File: src/rtl/fifo_serializer_pkg.sv
// ---------------------------------------------------------------------------
// fifo_serializer_pkg
//
// Purpose:
//   Shared definitions for the record-to-word serializer. It holds the output
//   word width, the number of words per record, the serializer state encoding
//   and the positions of the named fields inside a record.
//
// Record layout (word k occupies bits [WIDTH*k +: WIDTH]):
//   k = IDX_A        -> field a
//   k = IDX_B        -> field b
//   k = IDX_C0 + i   -> field c[i], i = 0..19
// ---------------------------------------------------------------------------
package fifo_serializer_pkg;

    localparam int WIDTH = 32;
    localparam int WORDS = 22;
    localparam int CNTW  = 5;

    // Word indices of the named record fields.
    localparam int IDX_A  = 0;
    localparam int IDX_B  = 1;
    localparam int IDX_C0 = 2;

    // HDR is only reachable when the header option is compiled in. It stays in
    // the encoding unconditionally so the state register has the same width
    // and meaning in both builds.
    typedef enum logic [1:0] {
        IDLE = 2'd0,
        HDR  = 2'd1,
        SEND = 2'd2
    } state_t;

endpackage

File: src/rtl/fifo_word_serializer.sv
// ---------------------------------------------------------------------------
// fifo_word_serializer
//
// Purpose:
//   Takes one WORDS-word record from the upstream record FIFO and replays it
//   as WORDS consecutive WIDTH-bit beats toward a narrow channel. One record
//   is held locally. A new record is accepted on the same cycle the last word
//   of the current one is taken, so consecutive records stream with no idle
//   cycle in between.
//
// Ports:
//   CLK          in   1            clock, all state changes on the rising edge
//   RST          in   1            asynchronous active-high reset
//   in_enq__ENA  in   1            upstream record transfer (only when RDY=1)
//   in_enq_v     in   WIDTH*WORDS  record, word k = bits [WIDTH*k +: WIDTH]
//   in_enq__RDY  out  1            a record can be taken this cycle
//   out_enq__ENA out  1            an output word is valid this cycle
//   out_enq_v    out  WIDTH        current output word (0 while idle)
//   out_enq__RDY in   1            downstream takes the word this cycle
//
// Build option:
//   SERIALIZER_HEADER_EN - when defined, every record is preceded by one
//   header word {16'(WORDS), seq}, where seq is a 16-bit record counter that
//   starts at 0 and advances (with wrap) each time a header is taken. A record
//   then occupies WORDS+1 output beats. When undefined there is no header
//   state and no sequence counter.
//
// Timing notes:
//   out_enq__ENA and out_enq_v come straight from registers, so they never
//   depend on out_enq__RDY in the same cycle. in_enq__RDY is the only
//   combinational path and runs from out_enq__RDY only.
// ---------------------------------------------------------------------------
module fifo_word_serializer
    import fifo_serializer_pkg::*;
#(
    parameter int WIDTH = fifo_serializer_pkg::WIDTH,
    parameter int WORDS = fifo_serializer_pkg::WORDS,
    // Must satisfy 2**CNTW >= WORDS+1.
    parameter int CNTW  = fifo_serializer_pkg::CNTW
) (
    input  logic                     CLK,
    input  logic                     RST,
    input  logic                     in_enq__ENA,
    input  logic [WIDTH*WORDS-1:0]   in_enq_v,
    output logic                     in_enq__RDY,
    output logic                     out_enq__ENA,
    output logic [WIDTH-1:0]         out_enq_v,
    input  logic                     out_enq__RDY
);

    localparam logic [CNTW-1:0] LAST_IDX = CNTW'(WORDS - 1);

    // -----------------------------------------------------------------------
    // State
    // -----------------------------------------------------------------------
    state_t                   state_reg;
    logic [CNTW-1:0]          cnt_reg;
    logic [WIDTH*WORDS-1:0]   buffer_reg;
    logic                     out_ena_reg;
    logic [WIDTH-1:0]         out_word_reg;
`ifdef SERIALIZER_HEADER_EN
    logic [15:0]              seq_reg;
`endif

    // -----------------------------------------------------------------------
    // Handshake decode
    // -----------------------------------------------------------------------
    logic in_fire;
    logic out_fire;
    logic last;

    assign last        = (state_reg == SEND) && (cnt_reg == LAST_IDX);
    assign in_enq__RDY = (state_reg == IDLE) || (last && out_enq__RDY);
    assign in_fire     = in_enq__ENA && in_enq__RDY;
    assign out_fire    = out_ena_reg && out_enq__RDY;

    assign out_enq__ENA = out_ena_reg;
    assign out_enq_v    = out_word_reg;

    // -----------------------------------------------------------------------
    // Word view of the buffered record, so the next word to present is a
    // plain array lookup instead of a wide shifter.
    // -----------------------------------------------------------------------
    logic [WIDTH-1:0] word_arr [WORDS];

    generate
        for (genvar gi = 0; gi < WORDS; gi++) begin : g_word_view
            assign word_arr[gi] = buffer_reg[gi*WIDTH +: WIDTH];
        end
    endgenerate

    // Index of the word that follows the current one. Only used while
    // cnt_reg < WORDS-1, so it never points past the last word.
    logic [CNTW-1:0] cnt_inc;
    assign cnt_inc = cnt_reg + CNTW'(1);

    // First beat produced for a freshly accepted record.
    logic [WIDTH-1:0] first_word;
    state_t           first_state;

`ifdef SERIALIZER_HEADER_EN
    // The header carries the sequence number of the record it introduces;
    // seq_reg only advances once that header has actually been taken.
    assign first_word  = {16'(WORDS), seq_reg};
    assign first_state = HDR;
`else
    assign first_word  = in_enq_v[IDX_A*WIDTH +: WIDTH];
    assign first_state = SEND;
`endif

    // -----------------------------------------------------------------------
    // Serializer FSM. The output word is loaded one cycle ahead: whenever the
    // current beat is taken, the register is refilled with the beat that
    // follows, which keeps the output registered and still bubble-free.
    // -----------------------------------------------------------------------
    always_ff @(posedge CLK or posedge RST) begin
        if (RST) begin
            state_reg    <= IDLE;
            cnt_reg      <= '0;
            buffer_reg   <= '0;
            out_ena_reg  <= 1'b0;
            out_word_reg <= '0;
`ifdef SERIALIZER_HEADER_EN
            seq_reg      <= '0;
`endif
        end else begin
            case (state_reg)
                IDLE: begin
                    if (in_fire) begin
                        buffer_reg   <= in_enq_v;
                        cnt_reg      <= '0;
                        state_reg    <= first_state;
                        out_ena_reg  <= 1'b1;
                        out_word_reg <= first_word;
                    end
                end

`ifdef SERIALIZER_HEADER_EN
                HDR: begin
                    if (out_fire) begin
                        seq_reg      <= seq_reg + 16'd1;
                        cnt_reg      <= '0;
                        state_reg    <= SEND;
                        out_word_reg <= word_arr[IDX_A];
                    end
                end
`endif

                SEND: begin
                    if (out_fire) begin
                        if (!last) begin
                            cnt_reg      <= cnt_inc;
                            out_word_reg <= word_arr[cnt_inc];
                        end else if (in_fire) begin
                            // Back-to-back: next record replaces the one whose
                            // last word is leaving this very cycle.
                            buffer_reg   <= in_enq_v;
                            cnt_reg      <= '0;
                            state_reg    <= first_state;
                            out_word_reg <= first_word;
                        end else begin
                            cnt_reg      <= '0;
                            state_reg    <= IDLE;
                            out_ena_reg  <= 1'b0;
                            out_word_reg <= '0;
                        end
                    end
                end

                default: begin
                    state_reg    <= IDLE;
                    cnt_reg      <= '0;
                    out_ena_reg  <= 1'b0;
                    out_word_reg <= '0;
                end
            endcase
        end
    end

endmodule

File: config.mk
export PLATFORM = sky130hd
export DESIGN_NAME = fifo_word_serializer
export DESIGN_NICKNAME = d
export VERILOG_FILES = /design/src/rtl/fifo_serializer_pkg.sv /design/src/rtl/fifo_word_serializer.sv
export SDC_FILE = /design/constraint.sdc
export NUM_CORES = 2
export LEC_CHECK = 0
export ABC_AREA = 1
export BUFFER_PORTS_ARGS = -buffer_cell sky130_fd_sc_hd__buf_4
export CAP_MARGIN = 40
export CORE_MARGIN = 8
export CORE_UTILIZATION = 38
export CTS_CLUSTER_DIAMETER = 80
export DETAILED_ROUTE_END_ITERATION = 10
export GPL_TIMING_DRIVEN = 1
export MAX_ROUTING_LAYER = met4
export SKIP_LAST_GASP = 1
export SYNTH_ARGS = -nofsm -noshare
export SYNTH_HDL_FRONTEND = slang
export SYNTH_SLANG_ARGS = --single-unit
File: constraint.sdc
create_clock -name CLK -period 27.6 [get_ports CLK]
set_clock_uncertainty 0.1 [all_clocks]
set_input_delay 5.52 -clock CLK [delete_from_list [all_inputs] [get_ports CLK]]
set_output_delay 5.52 -clock CLK [all_outputs]
set_load 0.01 [all_outputs]
After elaboration in Yosys (flattened, before gate mapping) --
Index checks and enable logic that the tools add are counted.
Word-level totals: bits in registers 744, input bits 708, output and inout port bits 34, word-level logic and storage cells 51
Cells by class: reduce and logical (&&, ||, !) cells 11, add/subtract/negate cells 1, mux-type cells 26, bitwise logic cells 1, equality and inequality tests 6, $lt $le $gt $ge 1
Operator list (number):
- $mux W704 | 3
- $pmux W704 S2 | 1
- $mux W32 | 6
- $bmux W32 S5 | 1
- $pmux W32 S2 | 1
- $mux W5 | 3
- $pmux W5 S2 | 1
- $mux W2 | 4
- $ne A2 B2 Y1 const B | 4
- $ge A6 B6 Y1 const B | 1
- $not A5 Y6 | 1
- $reduce_and A3 Y1 | 2
- $add A5 B1 Y5 const B | 1
- $eq A5 B5 Y1 const B | 1
- $logic_and A1 B1 Y1 | 4
- $mux W1 | 4
- $pmux W2 S2 | 1
- $reduce_and A4 Y1 | 1
- $eq A2 B2 Y1 const B | 1
- $logic_not A2 Y1 | 1
- $pmux W1 S2 | 1
- $reduce_and A2 Y1 | 1
- $reduce_bool A2 Y1 | 1
- $logic_or A1 B1 Y1 | 1

Depth between registers and ports, before layout --
depth after elaboration 9, mapped depth 15, depth with buffers taken out 12

Least setup slack after synthesis --
No wires, ideal clock.
path kind input port to output port, start point input out_enq__RDY, end point output in_enq__RDY, cell stages on the path 2, data required time 21.980 ns, buffers on the path 0, slack 16.273 ns, arrival time 5.707 ns, cell sequence nor2_1 > nor2_2
Between the ends: cells in the longest elaborated chain, start to end 2
RTL lines:
- from (decl) | line fifo_word_serializer.sv:48 | input logic out_enq__RDY
- $logic_and A1 B1 Y1 | line fifo_word_serializer.sv:73 | assign in_enq__RDY = (state_reg == IDLE) || (last && out_enq__RDY);
- $logic_or A1 B1 Y1 | line fifo_word_serializer.sv:73
- to (decl) | line fifo_word_serializer.sv:45 | output logic in_enq__RDY,
Every way passes these cells.

Worst setup path in the final report --
Same ends and word-level chain as after synthesis.

==> metrics.txt <==
# TYPE chip_impl_metric gauge
chip_impl_info{name="outcome",value="completed"} 1
chip_impl_metric{name="final_nets",unit=""} 6012
chip_impl_metric{name="layout.area.seq",unit="mm2"} 0.0186
chip_impl_metric{name="boundaryPins",unit=""} 742
chip_impl_metric{name="synthToLayoutAreaGrowth",unit="%"} 27.3
chip_impl_metric{name="post_route_cells_drive_above_1_share",unit=""} 0.178
chip_impl_metric{name="number_of_design_rule_violations_left_after_detail_routing",unit=""} 0
chip_impl_info{name="synth_top_cell_by_area",value="dfrtp_1"} 1
chip_impl_metric{name="die_y",unit="um"} 319
chip_impl_metric{name="clock_sinks",unit=""} 743
chip_impl_metric{name="globalRouteTotalUtil",unit=""} 0.279
chip_impl_info{name="tritoncts",value="yes"} 1
chip_impl_metric{name="worstPathArrival",unit="ns"} 5.96
chip_impl_metric{name="drt-pass1-iter-count",unit=""} 5
chip_impl_metric{name="first_global_vias",unit=""} 32700
chip_impl_metric{name="asyncSetResetFlopFracSynth",unit=""} 1.00
chip_impl_metric{name="initial_utilization",unit=""} 0.381
chip_impl_info{name="timing.critical_path.slowest_stage_cell",value="buf_4"} 1
chip_impl_metric{name="first_iter_violations",unit=""} 3444
chip_impl_metric{name="globalplace.congestion",unit=""} 0.896
chip_impl_metric{name="grt_antenna_before_repair",unit=""} 20
chip_impl_metric{name="synth_sequential_area_ratio",unit=""} 0.534
chip_impl_metric{name="finalMaxSlewViolations",unit=""} 0
chip_impl_metric{name="syn_nets",unit=""} 5429
chip_impl_metric{name="post_cts_buffers",unit=""} 0
chip_impl_info{name="netlist_top_cells_count",value="nand2_1 (2947), dfrtp_1 (743), nand3_1 (411)"} 1
chip_impl_metric{name="fmaxAchievable",unit="MHz"} 86.4
chip_impl_metric{name="die-area",unit="mm2"} 0.102
chip_impl_info{name="timing.critical_path.cells",value="buf_4 -> nor2_1 -> nor2_2 -> buf_4"} 1
chip_impl_info{name="critical_path.top_delay_family",value="buffers and inverters"} 1
chip_impl_metric{name="synth_enable_flop_cells",unit=""} 0
chip_impl_metric{name="synth_cells",unit=""} 4719
chip_impl_metric{name="grt_overflow_total",unit=""} 0
chip_impl_info{name="critical_path.endpoint_type",value="output port"} 1
chip_impl_metric{name="post-synth-top-area-fraction",unit=""} 0.534
chip_impl_metric{name="maximum_fanout_encountered_on_the_critical_timing_path",unit=""} 2
chip_impl_metric{name="number_of_instances_resized_during_post_cts_repair",unit=""} 0
chip_impl_metric{name="irDropWorstVdd",unit="mV"} 0.0393
chip_impl_metric{name="drv.max_cap_violation_count",unit=""} 0
chip_impl_metric{name="num-fill-cells",unit=""} 9169
chip_impl_metric{name="cts-htree-levels",unit=""} 3
chip_impl_metric{name="detail_route.vias_per_cell",unit=""} 5.04
chip_impl_info{name="ys_top_cells_by_area",value="dfrtp_1 (53%), nand2_1 (32%), nand3_1 (5.9%)"} 1
chip_impl_metric{name="detail_route.wl_per_cell",unit="um"} 21.6
chip_impl_metric{name="critical_path_required",unit="ns"} 21.98
chip_impl_metric{name="grt_pass1_wl",unit="um"} 210000
chip_impl_info{name="synth_ff_type",value="dfrtp_1"} 1
chip_impl_metric{name="portBuffers",unit=""} 741
chip_impl_metric{name="clk_path_buf_depth",unit=""} 3
chip_impl_info{name="synth_most_common_cell",value="nand2_1"} 1
chip_impl_metric{name="worst-slew-pin-transition",unit="ns"} 1.33
chip_impl_metric{name="multi_input_area",unit="mm2"} 0.0147
chip_impl_metric{name="grt_max_degree",unit=""} 235
chip_impl_metric{name="largest_reg_flops",unit=""} 704
chip_impl_metric{name="yosys.cell_types.count",unit=""} 23
chip_impl_info{name="rsz0062_at_grt",value="no"} 1
chip_impl_metric{name="dp.final_hpwl",unit="um"} 100000
chip_impl_metric{name="period_share",unit=""} 0.419
chip_impl_metric{name="power.density",unit="mW/mm2"} 53.8
chip_impl_info{name="clockRootBuffer",value="clkbuf_16"} 1
chip_impl_metric{name="floorplan.die.width",unit="um"} 319
chip_impl_metric{name="register_bit_count_reported_by_yosys",unit=""} 743
chip_impl_info{name="worstSetupStartpointType",value="input pin"} 1
chip_impl_metric{name="core_area",unit="mm2"} 0.0912
chip_impl_metric{name="synthesis.yosys.warnings",unit=""} 0
chip_impl_info{name="critical_path.most_common_cell",value="buf_4"} 1
chip_impl_metric{name="static-leakage-power",unit="nW"} 24.6
chip_impl_metric{name="synthesis.area_per_instance",unit="um2"} 7.38
chip_impl_metric{name="hold_violation_total_from_the_final_report",unit=""} 0
chip_impl_metric{name="clkSlewWorstSetupHoldPaths",unit="ns"} 0.06
chip_impl_metric{name="routed_wl",unit="um"} 142000
chip_impl_metric{name="fp-row-count",unit=""} 111
chip_impl_info{name="timing.setup.critical_path_class",value="input pin to output port"} 1
chip_impl_metric{name="buffers_and_inverters_on_the_worst_path",unit=""} 2
chip_impl_metric{name="cts_inserted_buffers",unit=""} 86
chip_impl_metric{name="cts_hold_repair.buffers",unit=""} 0
chip_impl_metric{name="clock_latency",unit="ns"} 0.66
chip_impl_metric{name="cpPeakStageDelay",unit="ns"} 0.15
chip_impl_info{name="worstHoldPathType",value="flop to flop"} 1
chip_impl_metric{name="timing.hold.ws",unit="ns"} 0.372
chip_impl_metric{name="relSlewSlack",unit=""} 0.116
chip_impl_metric{name="timing.setup.tns",unit="ns"} 0
chip_impl_metric{name="ant_nets",unit=""} 0
chip_impl_metric{name="final_period_minus_worst_setup_slack",unit="ns"} 11.58
chip_impl_metric{name="via_count_of_the_routed_design",unit=""} 33100
chip_impl_metric{name="synth_area",unit="mm2"} 0.0348
chip_impl_metric{name="setup_viol",unit=""} 0
[final cells by class]
type,instances,area share
inverters,53,0.00511
multi-input cells,3619,0.332
well taps,1186,0.0335
clock buffers,124,0.0580
diodes,19,0.00107
flip-flops and latches,743,0.420
clock inverters,27,0.00686
repair buffers,799,0.144
[per-stage QoR]
stage,instance area (um2),instances,utilization,worst slack (ns),power [mW]
floorplan,34800,4719,-,1.13,1.13
global placement,40900,6382,0.448,16.01,1.23
detailed placement,41400,6400,0.453,16.03,1.23
CTS,44300,6551,0.485,16.02,2.41
global route,44300,6570,0.485,15.99,2.46
finish,44300,6570,0.485,16.02,2.39
[worst min-delay path: cells and delay by family, from the launching register on]
family,cells,cell delay (ns)
simple gates,2,0.10
flops,1,0.34
[power by group]
group / switching (mW) / internal (mW)
combinational: 0.0527 / 0.0664
sequential: 0 / 1.09
clock: 0.477 / 0.700
[cells in the final DEF (no fill, tap or decap), types with 14 or more instances in the layout]
master	Yosys	layout
inv_1	50	47
a21oi_1	66	66
clkbuf_1	185	14
o21ai_0	124	124
dfrtp_1	743	742
diode_2	0	19
buf_4	39	778
clkbuf_8	0	21
mux2i_1	32	32
clkbuf_16	0	89
nand3_1	411	411
clkinv_2	0	16
nand2_1	2947	2946
[layer usage]
layer / vias up / track usage / wire length (um)
met5: - / - / 0
met4: 0 / 0.121 / 6370
met3: 231 / 0.0446 / 8850
met2: 1225 / 0.426 / 65800
met1: 15800 / 0.368 / 61100
li1: 15800 / - / -
[path summary, 6_finish.rpt]
| path | start | end | slack [ns] | cells past startpoint |
|---|---|---|---|---|
| min in group asynchronous | RST | buffer_reg[143] | 4.85 | 2 |
| max in group asynchronous | RST | buffer_reg[36] | 19.22 | 7 |
| setup / recovery | out_enq__RDY | in_enq__RDY | 16.02 | 4 |
| hold / removal | buffer_reg[565] | buffer_reg[565] | 0.37 | 2 |
| hold reg to reg | buffer_reg[565] | buffer_reg[565] | 0.37 | 2 |
| setup reg to reg | cnt_reg[0] | buffer_reg[347] | 21.83 | 15 |
[kinds of logic after synthesis]
family          count (synthesis)  synth area share
compound gates                206            0.0307
simple gates                 3377             0.379
mux                            32           0.00920
flops                         743             0.534
fa+ha+maj                       2          0.000719
xor+xnor                        2          0.000503
buf+inv                       357            0.0453
Power figures use the tool's default switching activity.
